===== src/rtl/regfile_mul_seq.sv =====
// Sequential DW x DW unsigned shift-add multiplier beside a 2**AW-entry register file.
// Optional MUL_EARLY_EXIT_EN: leave MUL as soon as the remaining multiplier bits are zero.
module regfile_mul_seq #(
    parameter int DW = 8,
    parameter int AW = 2
) (
    input  logic          clk,
    input  logic          reset,
    input  logic          start,
    input  logic [AW-1:0] rs_a,
    input  logic [AW-1:0] rs_b,
    input  logic [AW-1:0] rd,
    input  logic [DW-1:0] op_a,
    input  logic [DW-1:0] op_b,
    output logic [AW-1:0] r_addr1,
    output logic [AW-1:0] r_addr2,
    output logic          wen,
    output logic [AW-1:0] w_addr,
    output logic [DW-1:0] w_data,
    output logic          busy,
    output logic          done
);

    localparam int CW = (DW > 1) ? $clog2(DW) : 1;
    localparam logic [CW-1:0] CNT_LAST = CW'(DW - 1);

    typedef enum logic [1:0] {
        IDLE,
        MUL,
        WR_LO,
        WR_HI
    } state_t;

    state_t          state;
    logic [DW-1:0]   mcand;
    logic [DW-1:0]   mplier;
    logic [2*DW-1:0] prod;
    logic [CW-1:0]   cnt;
    logic [AW-1:0]   ra_q;
    logic [AW-1:0]   rb_q;
    logic [AW-1:0]   dst;

    logic [2*DW-1:0] prod_nxt;
    logic [DW-1:0]   mplier_sh;
    logic            mul_last;
    logic [AW-1:0]   dst_lo;

    // Read addresses follow the request while idle, then hold the captured indices.
    always_comb begin
        r_addr1 = ra_q;
        r_addr2 = rb_q;
        if (state == IDLE) begin
            r_addr1 = rs_a;
            r_addr2 = rs_b;
        end
    end

    // One shift-add step and the decision whether this is the last MUL cycle.
    always_comb begin
        prod_nxt  = prod;
        if (mplier[0]) begin
            prod_nxt = prod + ({{DW{1'b0}}, mcand} << cnt);
        end
        mplier_sh = mplier >> 1;
`ifdef MUL_EARLY_EXIT_EN
        mul_last  = (cnt == CNT_LAST) || (mplier_sh == '0);
`else
        mul_last  = (cnt == CNT_LAST);
`endif
    end

    // Low byte goes to the partner register; wraps around the file.
    assign dst_lo = dst + AW'(1);
    assign busy   = (state != IDLE);

    // Control FSM, datapath registers and registered write-port outputs.
    always_ff @(posedge clk) begin
        if (reset) begin
            state  <= IDLE;
            mcand  <= '0;
            mplier <= '0;
            prod   <= '0;
            cnt    <= '0;
            ra_q   <= '0;
            rb_q   <= '0;
            dst    <= '0;
            wen    <= 1'b0;
            w_addr <= '0;
            w_data <= '0;
            done   <= 1'b0;
        end else begin
            wen    <= 1'b0;
            w_addr <= '0;
            w_data <= '0;
            done   <= 1'b0;
            unique case (state)
                IDLE: begin
                    if (start) begin
                        mcand  <= op_a;
                        mplier <= op_b;
                        ra_q   <= rs_a;
                        rb_q   <= rs_b;
                        dst    <= rd;
                        prod   <= '0;
                        cnt    <= '0;
                        state  <= MUL;
                    end
                end
                MUL: begin
                    prod   <= prod_nxt;
                    mplier <= mplier_sh;
                    cnt    <= cnt + CW'(1);
                    if (mul_last) begin
                        wen    <= 1'b1;
                        w_addr <= dst_lo;
                        w_data <= prod_nxt[DW-1:0];
                        state  <= WR_LO;
                    end
                end
                WR_LO: begin
                    wen    <= 1'b1;
                    w_addr <= dst;
                    w_data <= prod[2*DW-1:DW];
                    done   <= 1'b1;
                    state  <= WR_HI;
                end
                WR_HI: begin
                    state <= IDLE;
                end
                default: begin
                    state <= IDLE;
                end
            endcase
        end
    end

endmodule

===== config.mk =====
export PLATFORM = sky130hd
export DESIGN_NAME = regfile_mul_seq
export DESIGN_NICKNAME = d
export VERILOG_FILES = /design/src/rtl/regfile_mul_seq.sv
export SDC_FILE = /design/constraint.sdc
export NUM_CORES = 1
export LEC_CHECK = 0
export BUFFER_PORTS_ARGS = -buffer_cell sky130_fd_sc_hd__buf_2
export CAP_MARGIN = 20
export CORE_AREA = 2 2 116 118
export CTS_BUF_LIST = sky130_fd_sc_hd__clkbuf_16
export CTS_CLUSTER_SIZE = 14
export DETAILED_ROUTE_END_ITERATION = 16
export DIE_AREA = 0 0 118 120
export SETUP_SLACK_MARGIN = 0.05
export SLEW_MARGIN = 10
export SYNTH_ARGS = -nofsm -noshare
export SYNTH_HDL_FRONTEND = slang
export SYNTH_SLANG_ARGS = --single-unit

===== constraint.sdc =====
create_clock -name clk -period 5.5 [get_ports clk]
set_clock_uncertainty 0.05 [all_clocks]
set_input_delay 0.275 -clock clk [delete_from_list [all_inputs] [get_ports clk]]
set_output_delay 0.275 -clock clk [all_outputs]
set_load 0.02 [all_outputs]

# Word level (Yosys, flattened, before mapping)

Index checks and enable logic that the tools add are counted.

Eq/ne operators: 7
Shift-type cells: 1
$add $sub $neg: 3
Reductions and logical operators: 7
Mux-type cells: 19

Operator list:

| operator            | number |
|---|---|
| $mux 16             | 2 |
| $pmux 16 s2         | 1 |
| $pmux 8 s2          | 2 |
| $add 16x16->16      | 1 |
| $mux 8              | 2 |
| $shl 8x3->16        | 1 |
| $mux 2              | 5 |
| $pmux 2 s4          | 1 |
| $ne 2x2->1 const B  | 3 |
| $pmux 3 s2          | 1 |
| $reduce_and 2->1    | 3 |
| $eq 2x2->1 const B  | 2 |
| $pmux 2 s2          | 1 |
| $reduce_bool 2->1   | 2 |
| $add 3x1->3 const B | 1 |
| $eq 3x3->1 const B  | 1 |
| $mux 3              | 1 |
| $reduce_and 3->1    | 1 |
| $add 2x1->2 const B | 1 |
| $eq 2x1->1 const B  | 1 |
| $logic_not 2->1     | 1 |
| $mux 1              | 2 |
| $pmux 1 s2          | 1 |

Output and inout bits: 17
Input port bits: 25
Word-level logic and storage cells: 50
Bits in registers: 55

# Longest topological paths before layout

Gate-level depths: netlist (run 1).

Depth in word-level cells: 5
Mapped depth: 13
Depth with buffers taken out: 12

# Least setup slack after synthesis (run 1)

OpenSTA, ideal clock, no wires.

Path type: reg-to-reg
Start: register cnt[0]
End: register prod[12]
Path buffers: 2
Setup slack: 2,680 ps
Setup time: 117 ps
Data required time: 5,333 ps
Stages on the path, launching flop included: 11
Arrival time: 2,652 ps
Path through: dfxtp_1 > clkbuf_1 > buf_1 > mux2i_1 > mux2i_1 > ha_1 > a21o_1 > a31oi_2 > o21ai_0 > or3_1 > a32o_1

Word-level cells in the longest chain between the ends: 4

RTL lines:

| item                   | RTL line | text |
|---|---|---|
| from (decl)            | 38       | `logic [CW-1:0] cnt;` |
| from (signal assigned) | 112      | `cnt <= cnt + CW'(1);` |
| $shl 8x3->16           | 62       | `prod_nxt = prod + ({{DW{1'b0}}, mcand} << cnt);` |
| $add 16x16->16         | 62       |  |
| $mux 16                | 61       | `if (mplier[0]) begin` |
| $pmux 16 s2            | 96       | `unique case (state)` |
| to (signal assigned)   | 110      | `prod <= prod_nxt;` |
| to (decl)              | 37       | `logic [2*DW-1:0] prod;` |

Every way passes these cells. The select of a mux whose other input is x is not followed.
A chain may end at the register's enable or synchronous reset.

# Worst setup path after layout (run 1)

Start: register cnt[1]
End: register prod[15]

The elaborated chain is that of the path after synthesis.

==> metrics.txt, run 1 <==
outcome=finished, final reports clean; Ports=42; critical path class=flop to flop; Starting Density=24.5%; most frequent cell after synthesis=dfxtp_1; power share of the combinational group=38.1%; Peak VDD IR=146 uV; hold buffers post-CTS=0; dpl hpwl=6390 um; Post-synth top cells=55 x dfxtp_1, 52 x nand2_1, 47 x nor2_1; CTS tree=yes; floorplan row count=42; period utilization=57.3%; Yosys warnings=0; core area=13000 um2; PD cells=379 nW/um2; DP Worst Slack=2.39 ns; worst slew pin tran=0.914 ns; main flop type after synthesis=dfxtp_1; grt met1 use=16.0%; Final Setup Violations=0; post-synth top area cell=dfxtp_1; DRC viols=0; Placer Congestion=0.970; vias in the first global route=2650; share of post-route cells with drive strength above 1=15.5%; CTS root buf=clkbuf_16; setup bufs post-CTS=0; first-pass GRT wire length=13600 um; CP startpoint kind=flop; Clock transition at path regs=0.08 ns; Max transition margin=38.7%; final hold vios=0; Worst R2R End=prod[15]; Clock Power Share=24.8%; setup TNS=0 ns; FFs w/ async S/R, synth=0%; critical path's largest stage delay=0.67 ns; largest net degree at the start of global routing=41; Yosys top cell area share=34.6%; Synthesized Nets=434; GR peak layer=met2; critical path depth=10; Seq/Total Area, Yosys=34.6%; min cycle time layout=3.15 ns; Critical Path, Cell by Cell=mux2i_1 -> mux2_2 -> o22ai_1 -> ha_1 -> a21oi_2 -> nand2_1 -> o211a_1 -> o2111a_1 -> o21a_1 -> nor4_2; post-route ant nets=0; Max Root-Sink Buffers=2; Worst Path Buf+Inv=0; max-slew violation count=0; Switching Share=40.8%; vias per cell=4.76; layout net count=465; CP Capture Type=flop; Die Ht=120 um; Crit Path Max Fanout=14; R2R depth=10; Unique masters post-synth=47; sw power=0.573 mW; beginning of the critical path=cnt[1]; sequential power share=37.1%; grt ovf=0; DIE WIDTH=118 um; Leak=1.53 nW; Syn-to-layout area delta=16.1%; Int Pwr=0.831 mW; gr usage total=12.0%; R2R setup slack=2.35 ns; total CTS buffers=5; met2 Usage GRT=19.1%; DR iter-0 viols=287; WP data arrival=3.33 ns; Post-Syn Area=3180 um2; Pre-Repair DR Iteration Count=5; H-tree levels=2; flops & latches, synth=55; synth top area cells=dfxtp_1 35%, ha_1 7.9%, nand2_1 6.1%; via count=2835; WP data required=5.68 ns; Worst Setup EP=prod[15]; Synth Area per Inst=8.21 um2; clock sinks=55; Clk Latency, worst-skew pair=0.31 ns; initial antenna violation count=0; CP delay by family, top=compound AO/OA/AOI/OAI gates; Post-Synthesis Cells=388; DIE AREA=14200 um2; Fmax=317 MHz; worst r2r src=cnt[1]; Routed WL=8410 um; Final WS setup=2.35 ns; IO Port Bufs=41; Ant. Diodes=0; worst min path class=primary input to flop; fill cell count=1403; drt wl/cell=14.1 um; RSZ-0062 raised after global routing=false; CP max-delay cell=dfxtp_1; Max Cap Violations=0; Post-synth EDFFs=0; CTS resizes=0; grt met3 use=2.57%
-- logic make-up (layout without fill, tap and decap cells) --
group / count (synthesis) / count (layout) / synth area share (%)
AND/OR/NAND/NOR: 131 / 131 / 17.8
AO/OA/AOI/OAI: 113 / 113 / 23.6
flip-flops: 55 / 55 / 34.6
buffers and inverters: 32 / 64 / 3.97
multiplexers: 30 / 30 / 9.98
adder cells (fa/ha/maj): 21 / 21 / 8.49
XOR/XNOR: 6 / 6 / 1.65
-- power by group through the flow --
stage / registers [mW] / logic (mW) / clock network, mW
after floorplan: 0.499 / 0.433 / 0
after global placement: 0.526 / 0.528 / 0
after global routing: 0.531 / 0.595 / 0.368
after detailed placement: 0.531 / 0.539 / 0
after CTS: 0.521 / 0.540 / 0.353
final: 0.521 / 0.535 / 0.348
-- metal layers --
metal	wire length, um	up-vias	part of all wire [%]
li1	-	1454	-
met1	3930	1305	47
met2	3830	68	46
met3	504	8	6.0
met4	142	0	1.7
met5	0	-	0
-- registers in the layout, summed over array words and instances (netlist names), 2 cells and up --
register,flops
w_data,8
ra_q,2
mcand,8
rb_q,2
dst,2
w_addr,2
cnt,3
mplier,8
state,2
prod,16
-- placed cells by master (no fill, tap or decap), types with 2 or more instances in the layout --
| cell type | n |
|---|---|
| mux2i_1 | 18 |
| nand2b_1 | 2 |
| nand3_1 | 6 |
| a21o_1 | 5 |
| nor2_1 | 47 |
| ha_1 | 20 |
| o21ai_0 | 19 |
| inv_1 | 15 |
| xnor2_1 | 3 |
| o22ai_1 | 4 |
| o21ai_1 | 2 |
| o21a_1 | 8 |
| a21oi_1 | 31 |
| nand3b_1 | 2 |
| or3_1 | 6 |
| dfxtp_1 | 55 |
| clkbuf_16 | 5 |
| a31oi_1 | 2 |
| mux2_2 | 11 |
| xor2_1 | 3 |
| nor2b_1 | 2 |
| o2111a_1 | 2 |
| nand2_1 | 52 |
| buf_2 | 41 |
| a32o_1 | 4 |
| a211oi_1 | 8 |
| o211a_1 | 2 |
| nor3_1 | 8 |
| inv_6 | 2 |
| a22oi_1 | 14 |
| a2bb2oi_1 | 2 |
| and2_1 | 2 |
| nand4_1 | 2 |
-- per-stage QoR --
stage	hold WS [ns]	instance area [um2]	total power, mW	instances	utilization [%]
after floorplan	0.361	3180	0.932	388	-
after global placement	0.391	3540	1.05	588	27.3
after detailed placement	0.400	3540	1.07	588	27.3
after CTS	0.148	3700	1.41	596	28.5
after global routing	0.153	3700	1.49	596	28.5
final	0.149	3700	1.40	596	28.5
-- worst min path at each step --
stage	startpoint	endpoint	slack, ns	depth (start not counted)
6_report	op_a[4]	mcand[4]	0.15	3
5_1_grt	op_a[4]	mcand[4]	0.15	3
4_1_cts	op_a[4]	mcand[4]	0.15	3
3_5_place_dp	ra_q[1]	ra_q[1]	0.40	2
3_3_place_gp	ra_q[1]	ra_q[1]	0.39	2
2_1_floorplan	rs_a[0]	ra_q[0]	0.36	2
-- cell type report --
cell class                 instances  area, um2  area share [%]
multi-input combinational        301       1960            52.9
sequential                        55       1100            29.8
tap                              176        220            5.95
timing repair buffer              41        205            5.55
clock buffer                       5        125            3.38
inverter                          15       56.3            1.52
clock inverter                     3       33.8           0.913
-- worst register-to-register path, delay by kind of cell (launching register included) --
kind / cells / cell delay [ns]
multiplexers: 2 / 0.49
AO/OA/AOI/OAI: 5 / 1.16
AND/OR/NAND/NOR: 2 / 0.33
flip-flops: 1 / 0.67
adder cells (fa/ha/maj): 1 / 0.35
No activity file was read; power rests on OpenSTA's default activity.
==> run 2: changes to the inputs <==
==> constraint.sdc (replaced) <==
create_clock -name clk -period 2.75 [get_ports clk]
set_clock_uncertainty 0.05 [all_clocks]
set_input_delay 0.1375 -clock clk [delete_from_list [all_inputs] [get_ports clk]]
set_output_delay 0.1375 -clock clk [all_outputs]
set_load 0.02 [all_outputs]
==> run 2 against run 1 <==
Effect of this change:
- die area is the same
- sequential share of layout area shrank 3.1 points
- combinational power grew to 2.5 times the previous value
- critical path depth grew 2
- register-to-register slack lost 2.3 ns
- critical endpoint is now prod[14]
- fmax grew 17%
- final area grew 12%
- worst setup slack lost 2.3 ns
- sequential cell count is the same
- core utilization grew 3.5 points
==> metrics.txt, run 2 (same netlist as run 1, synthesis figures left out) <==
Max Cap Violations=0 (unchanged); Clock transition at path regs=0.08 ns (about the same); CP startpoint kind=flop; Peak VDD IR=329 uV (+130%); period utilization=98.2% (+41 points); Top reg by flops=prod; clock sinks=55 (unchanged); worst min path class=primary input to flop; CTS root buf=clkbuf_16; commonest non-fill, non-tap cell in the layout=dfxtp_1; H-tree levels=2 (unchanged); Final Setup Violations=0 (unchanged); grt met3 use=2.00% (-0.57 points); max reg flops=16 (unchanged); Overall Power=3.14 mW (+120%); critical path's largest stage delay=0.42 ns (-0.25 ns); DIE WIDTH=118 um (unchanged); Critical Path, Cell by Cell=mux2i_2 -> nor2_1 -> a31oi_1 -> buf_4 -> mux2i_2 -> ha_2 -> a21o_1 -> a31oi_4 -> o211ai_1 -> a221oi_2 -> xor2_1 -> o21ai_1; Starting Density=24.5% (unchanged); WP data arrival=2.84 ns (-0.49 ns); final hold vios=0 (unchanged); core area=13000 um2 (unchanged); WP data required=2.89 ns (-2.79 ns); met2 Usage GRT=19.8% (+0.69 points); vias per cell=4.76 (about the same); Max Root-Sink Buffers=2 (unchanged); Max transition margin=45.5% (+6.8 points); RSZ-0062 raised after global routing=true; worst slew pin tran=0.812 ns (-0.102 ns); DRC viols=0 (unchanged); Clk Latency, worst-skew pair=0.30 ns (about the same); final core occ=32.0% (+3.5 points); Leak=1.71 nW (+11%); total CTS buffers=5 (unchanged); first-pass GRT wire length=13800 um (+1.8%); cell count after placement=617 (+4.9%); fill cell count=1377 (-1.9%); Routed WL=9150 um (+8.8%); critical path class=flop to flop; post-route ant nets=0 (unchanged); cell area after layout=4160 um2 (+12%); DR iter-0 viols=227 (-21%); IO Port Bufs=41 (unchanged); max-slew violation count=0 (unchanged); layout net count=499 (+7.3%); register area=1110 um2 (+0.79%); Pre-Repair DR Iteration Count=4 (-1); CP max-delay cell=dfxtp_4; initial antenna violation count=0 (unchanged); CP Capture Type=flop; GR peak layer=met2; gr usage total=12.2% (+0.20 points); Ports=42 (unchanged); R2R depth=12 (+2); Ant. Diodes=0 (unchanged); CTS tree=yes; largest net degree at the start of global routing=41 (unchanged); Worst Path Buf+Inv=1 (+1); floorplan row count=42 (unchanged); DIE AREA=14200 um2 (unchanged); grt ovf=0 (unchanged); Crit Path Max Fanout=7 (-7); dpl hpwl=6660 um (+4.3%); outcome=finished, final reports clean; area of the multi-input gates=2130 um2 (+9.0%); min cycle time layout=2.70 ns (-0.450 ns); Die Ht=120 um (unchanged); commonest cells after routing, fill and taps aside=52 x dfxtp_1, 51 x nand2_1, 47 x nor2_1, 41 x buf_2, 32 x buf_4; hold buffers post-CTS=0 (unchanged); vias in the first global route=2741 (+3.4%); grt met1 use=16.2% (+0.24 points); drt wl/cell=14.5 um (+3.0%); CP delay by family, top=compound AO/OA/AOI/OAI gates; critical path depth=12 (+2); final std cells w/o fill=630 (+5.7%); hold path depth=3 (unchanged); hold slack final=0.0201 ns (-0.129 ns); Fmax=370 MHz (+17%); most used cell, CP=mux2i_2; share of post-route cells with drive strength above 1=28.6% (+13 points); Syn-to-layout area delta=30.6%; via count=2998 (+5.7%); PD cells=756 nW/um2 (+99%); Placer Congestion=0.924 (-4.8%); Post-Place Cell Area=3760 um2 (+6.2%)
run 2: cell types whose count changed in the layout (fill, tap and decap cells not counted), sizes merged:
cell | previous run | this run
bufinv | 0 | 1
inv | 17 | 16
clkinvlp | 0 | 1
clkinv | 1 | 0
buf | 41 | 75
run 2: worst min-delay path: stages:
cell and delay (ns):
buf_2 0.10, nand2_1 0.04, a21oi_1 0.05
run 2: path summary, 6_finish.rpt:
check	endpoint	start	slack, ns
worst max-delay path	prod[14]	cnt[1]	0.05
worst min register to register	ra_q[1]	ra_q[1]	0.41
worst max register to register	prod[14]	cnt[1]	0.05
worst min-delay path	mcand[3]	op_a[3]	0.02
run 2: metal layers:
layer | part of all wire (%) | vias up
met5 | 0 | -
met4 | 2.1 | 0
met3 | 3.9 | 14
met2 | 48 | 58
met1 | 46 | 1403
li1 | - | 1523
run 2: what timing repair did:
item	CTS	global route
setup endpoints to repair	14	15
resized for setup	10	37
hold endpoints to repair	0	0
gates cloned	0	0
pin swaps	1	16
buffers inserted	0	6
run 2: per-stage QoR:
step                setup WS, ns  TNS (ns)
floorplan                 0.0441         0
global route             -0.0835    -0.270
detailed placement        -0.146    -0.672
CTS                       0.0256         0
global placement         -0.0857    -0.319
finish                    0.0493         0
run 2: cell type report:
cell class | count | share of cell area, %
clock buffer | 5 | 3.01
inverter | 15 | 1.35
multi-input combinational | 301 | 51.3
timing repair buffer | 75 | 11.3
tap | 176 | 5.30
sequential | 55 | 26.7
clock inverter | 3 | 1.11
run 2: where the power goes:
| group | switching, mW | total, mW | internal, mW | leakage, nW |
|---|---|---|---|---|
| combinational | 0.772 | 1.35 | 0.582 | 1.18 |
| sequential | 0.118 | 1.04 | 0.923 | 0.449 |
| clock | 0.316 | 0.750 | 0.434 | 0.0804 |
| total | 1.21 | 3.14 | 1.94 | 1.71 |
==> run 3: changes to the inputs <==
--- a/config.mk
+++ b/config.mk
@@ -12,6 +12,7 @@
 export CTS_CLUSTER_SIZE = 14
 export DETAILED_ROUTE_END_ITERATION = 16
 export DIE_AREA = 0 0 118 120
+export PLACE_DENSITY = 0.47
 export SETUP_SLACK_MARGIN = 0.05
 export SLEW_MARGIN = 10
 export SYNTH_ARGS = -nofsm -noshare
==> run 3 against run 2 <==
Effect of this change:
- final area fell by 1.4%
- register-to-register slack improved by 0.098 ns
- worst setup slack improved by 0.098 ns
- power fell by 4.2%
- final cell count did not move
- clock-buffer cell count did not move
- global-route usage rose by 0.68 points
- core utilization fell by 0.44 points
- critical path depth fell by 1
- sequential share of layout area rose by 0.31 points
- first-iteration DRC count fell by 34%
- die area did not move
- largest cell class unchanged
==> metrics.txt, run 3 (same netlist as run 1, synthesis figures left out) <==
outcome=finished, final reports clean; initial antenna violation count=0 (unchanged); CTS root buf=clkbuf_16; Max Root-Sink Buffers=2 (unchanged); Routed WL=9060 um (-0.93%); DRC viols=0 (unchanged); final hold vios=0 (unchanged); Ant. Diodes=0 (unchanged); Top reg by flops=prod; Max transition margin=47.9% (+2.4 points); Pre-Repair DR Iteration Count=4 (unchanged); Min-Delay Startpoint=op_a[1]; grt ovf=0 (unchanged); max-slew violation count=0 (unchanged); largest net degree at the start of global routing=41 (unchanged); share of post-route cells with drive strength above 1=27.3% (-1.3 points); drt wl/cell=14.4 um (-0.93%); hold buffers post-CTS=0 (unchanged); R2R setup slack=0.15 ns (+0.10 ns); Syn-to-layout area delta=28.8%; first-pass GRT wire length=14700 um (+6.0%); worst slew pin tran=0.782 ns (-0.0299 ns); period utilization=94.6% (-3.6 points); setup bufs post-CTS=0 (unchanged); PD cells=735 nW/um2 (-2.9%); Leak=1.72 nW (+0.65%); clock sinks=55 (unchanged); DR iter-0 viols=150 (-34%); R2R depth=11 (-1); Clock transition at path regs=0.08 ns (about the same); H-tree levels=2 (unchanged); max reg flops=16 (unchanged); Final Setup Violations=0 (unchanged); IO Port Bufs=41 (unchanged); Fmax=384 MHz (+3.8%); Crit Path Max Fanout=7 (unchanged); floorplan row count=42 (unchanged); CP Capture Type=flop; Clk Latency, worst-skew pair=0.30 ns (about the same); DIE WIDTH=118 um (unchanged); DIE AREA=14200 um2 (unchanged); critical path class=flop to flop; Post-Place Cell Area=3790 um2 (+1.0%); Die Ht=120 um (unchanged); total CTS buffers=5 (unchanged); Ports=42 (unchanged); Placer Congestion=0.851 (-7.8%); dpl hpwl=6920 um (+4.0%); post-route ant nets=0 (unchanged); setup TNS=0 ns (unchanged); gr usage total=12.8% (+0.68 points); hold slack final=0.0223 ns (+0.00222 ns); beginning of the critical path=cnt[1]; hold path depth=3 (unchanged); worst r2r src=cnt[1]; Worst R2R End=prod[8]; Starting Density=24.5% (unchanged); worst min path class=primary input to flop; Max Cap Violations=0 (unchanged); vias in the first global route=2934 (+7.0%); Overall Power=3.01 mW (-4.2%); worst hold endpoint=mcand[1]; WP data arrival=2.75 ns (-0.09 ns); core area=13000 um2 (unchanged); CTS tree=yes; layout net count=499 (unchanged); Peak VDD IR=361 uV (+9.5%); commonest cells after routing, fill and taps aside=52 x nand2_1, 52 x dfxtp_1, 46 x nor2_1, 41 x buf_2, 33 x buf_4; RSZ-0062 raised after global routing=true; min cycle time layout=2.60 ns (-0.0981 ns); vias per cell=4.82 (+1.3%); cell area after layout=4100 um2 (-1.4%); via count=3038 (+1.3%); CP startpoint kind=flop; WP data required=2.90 ns (about the same)
[run 3: timing repair]
action	4_1_cts	5_1_grt
pin swaps	0	6
gates resized for setup	7	35
cloned	0	0
setup endpoints to repair	12	16
[run 3: worst max-delay path, cell delays in order (launching register included)]
cell and delay [ns]:
dfxtp_4 0.41, mux2i_2 0.23, nor2_1 0.08, a31oi_2 0.19, nor2_1 0.06, ha_1 0.29, nor2b_4 0.14, o211ai_2 0.18
a21boi_2 0.11, o211a_1 0.22, or3_1 0.30, a32o_1 0.24
[run 3: area by class of cell]
type	instances	area, um2
well taps	176	220
multi-input cells	301	2110
inverters	15	56.3
flip-flops and latches	55	1110
clock buffers	5	125
fillers	1419	8880
repair buffers	75	464
clock inverters	3	20.0
[run 3: worst max path at each step]
stage,endpoint,cells after the start
after global placement,prod[14],10
after floorplan,prod[12],10
after detailed placement,prod[14],10
final,prod[8],11
after CTS,prod[14],10
after global routing,prod[15],10
[run 3: stage by stage]
stage                     cells  worst slack (ns)  util [%]
after floorplan             388            0.0441         -
after global placement      622           -0.0693      29.2
after detailed placement    622           -0.0912      29.2
after CTS                   630            0.0195      30.5
after global routing        630           -0.0199      31.6
final                       630             0.147      31.6
[run 3: per-layer routing]
layer,wire (um),GRT usage (%),vias to the layer above
met5,0,0,-
met4,161,3.39,0
met3,473,2.85,17
met2,4140,20.6,58
met1,4290,17.4,1438
li1,-,-,1525
[run 3: power breakdown]
part	internal, mW	leakage [nW]	switching [mW]
Clock	0.337	0.0674	0.308
Sequential	0.921	0.449	0.102
Combinational	0.562	1.20	0.782
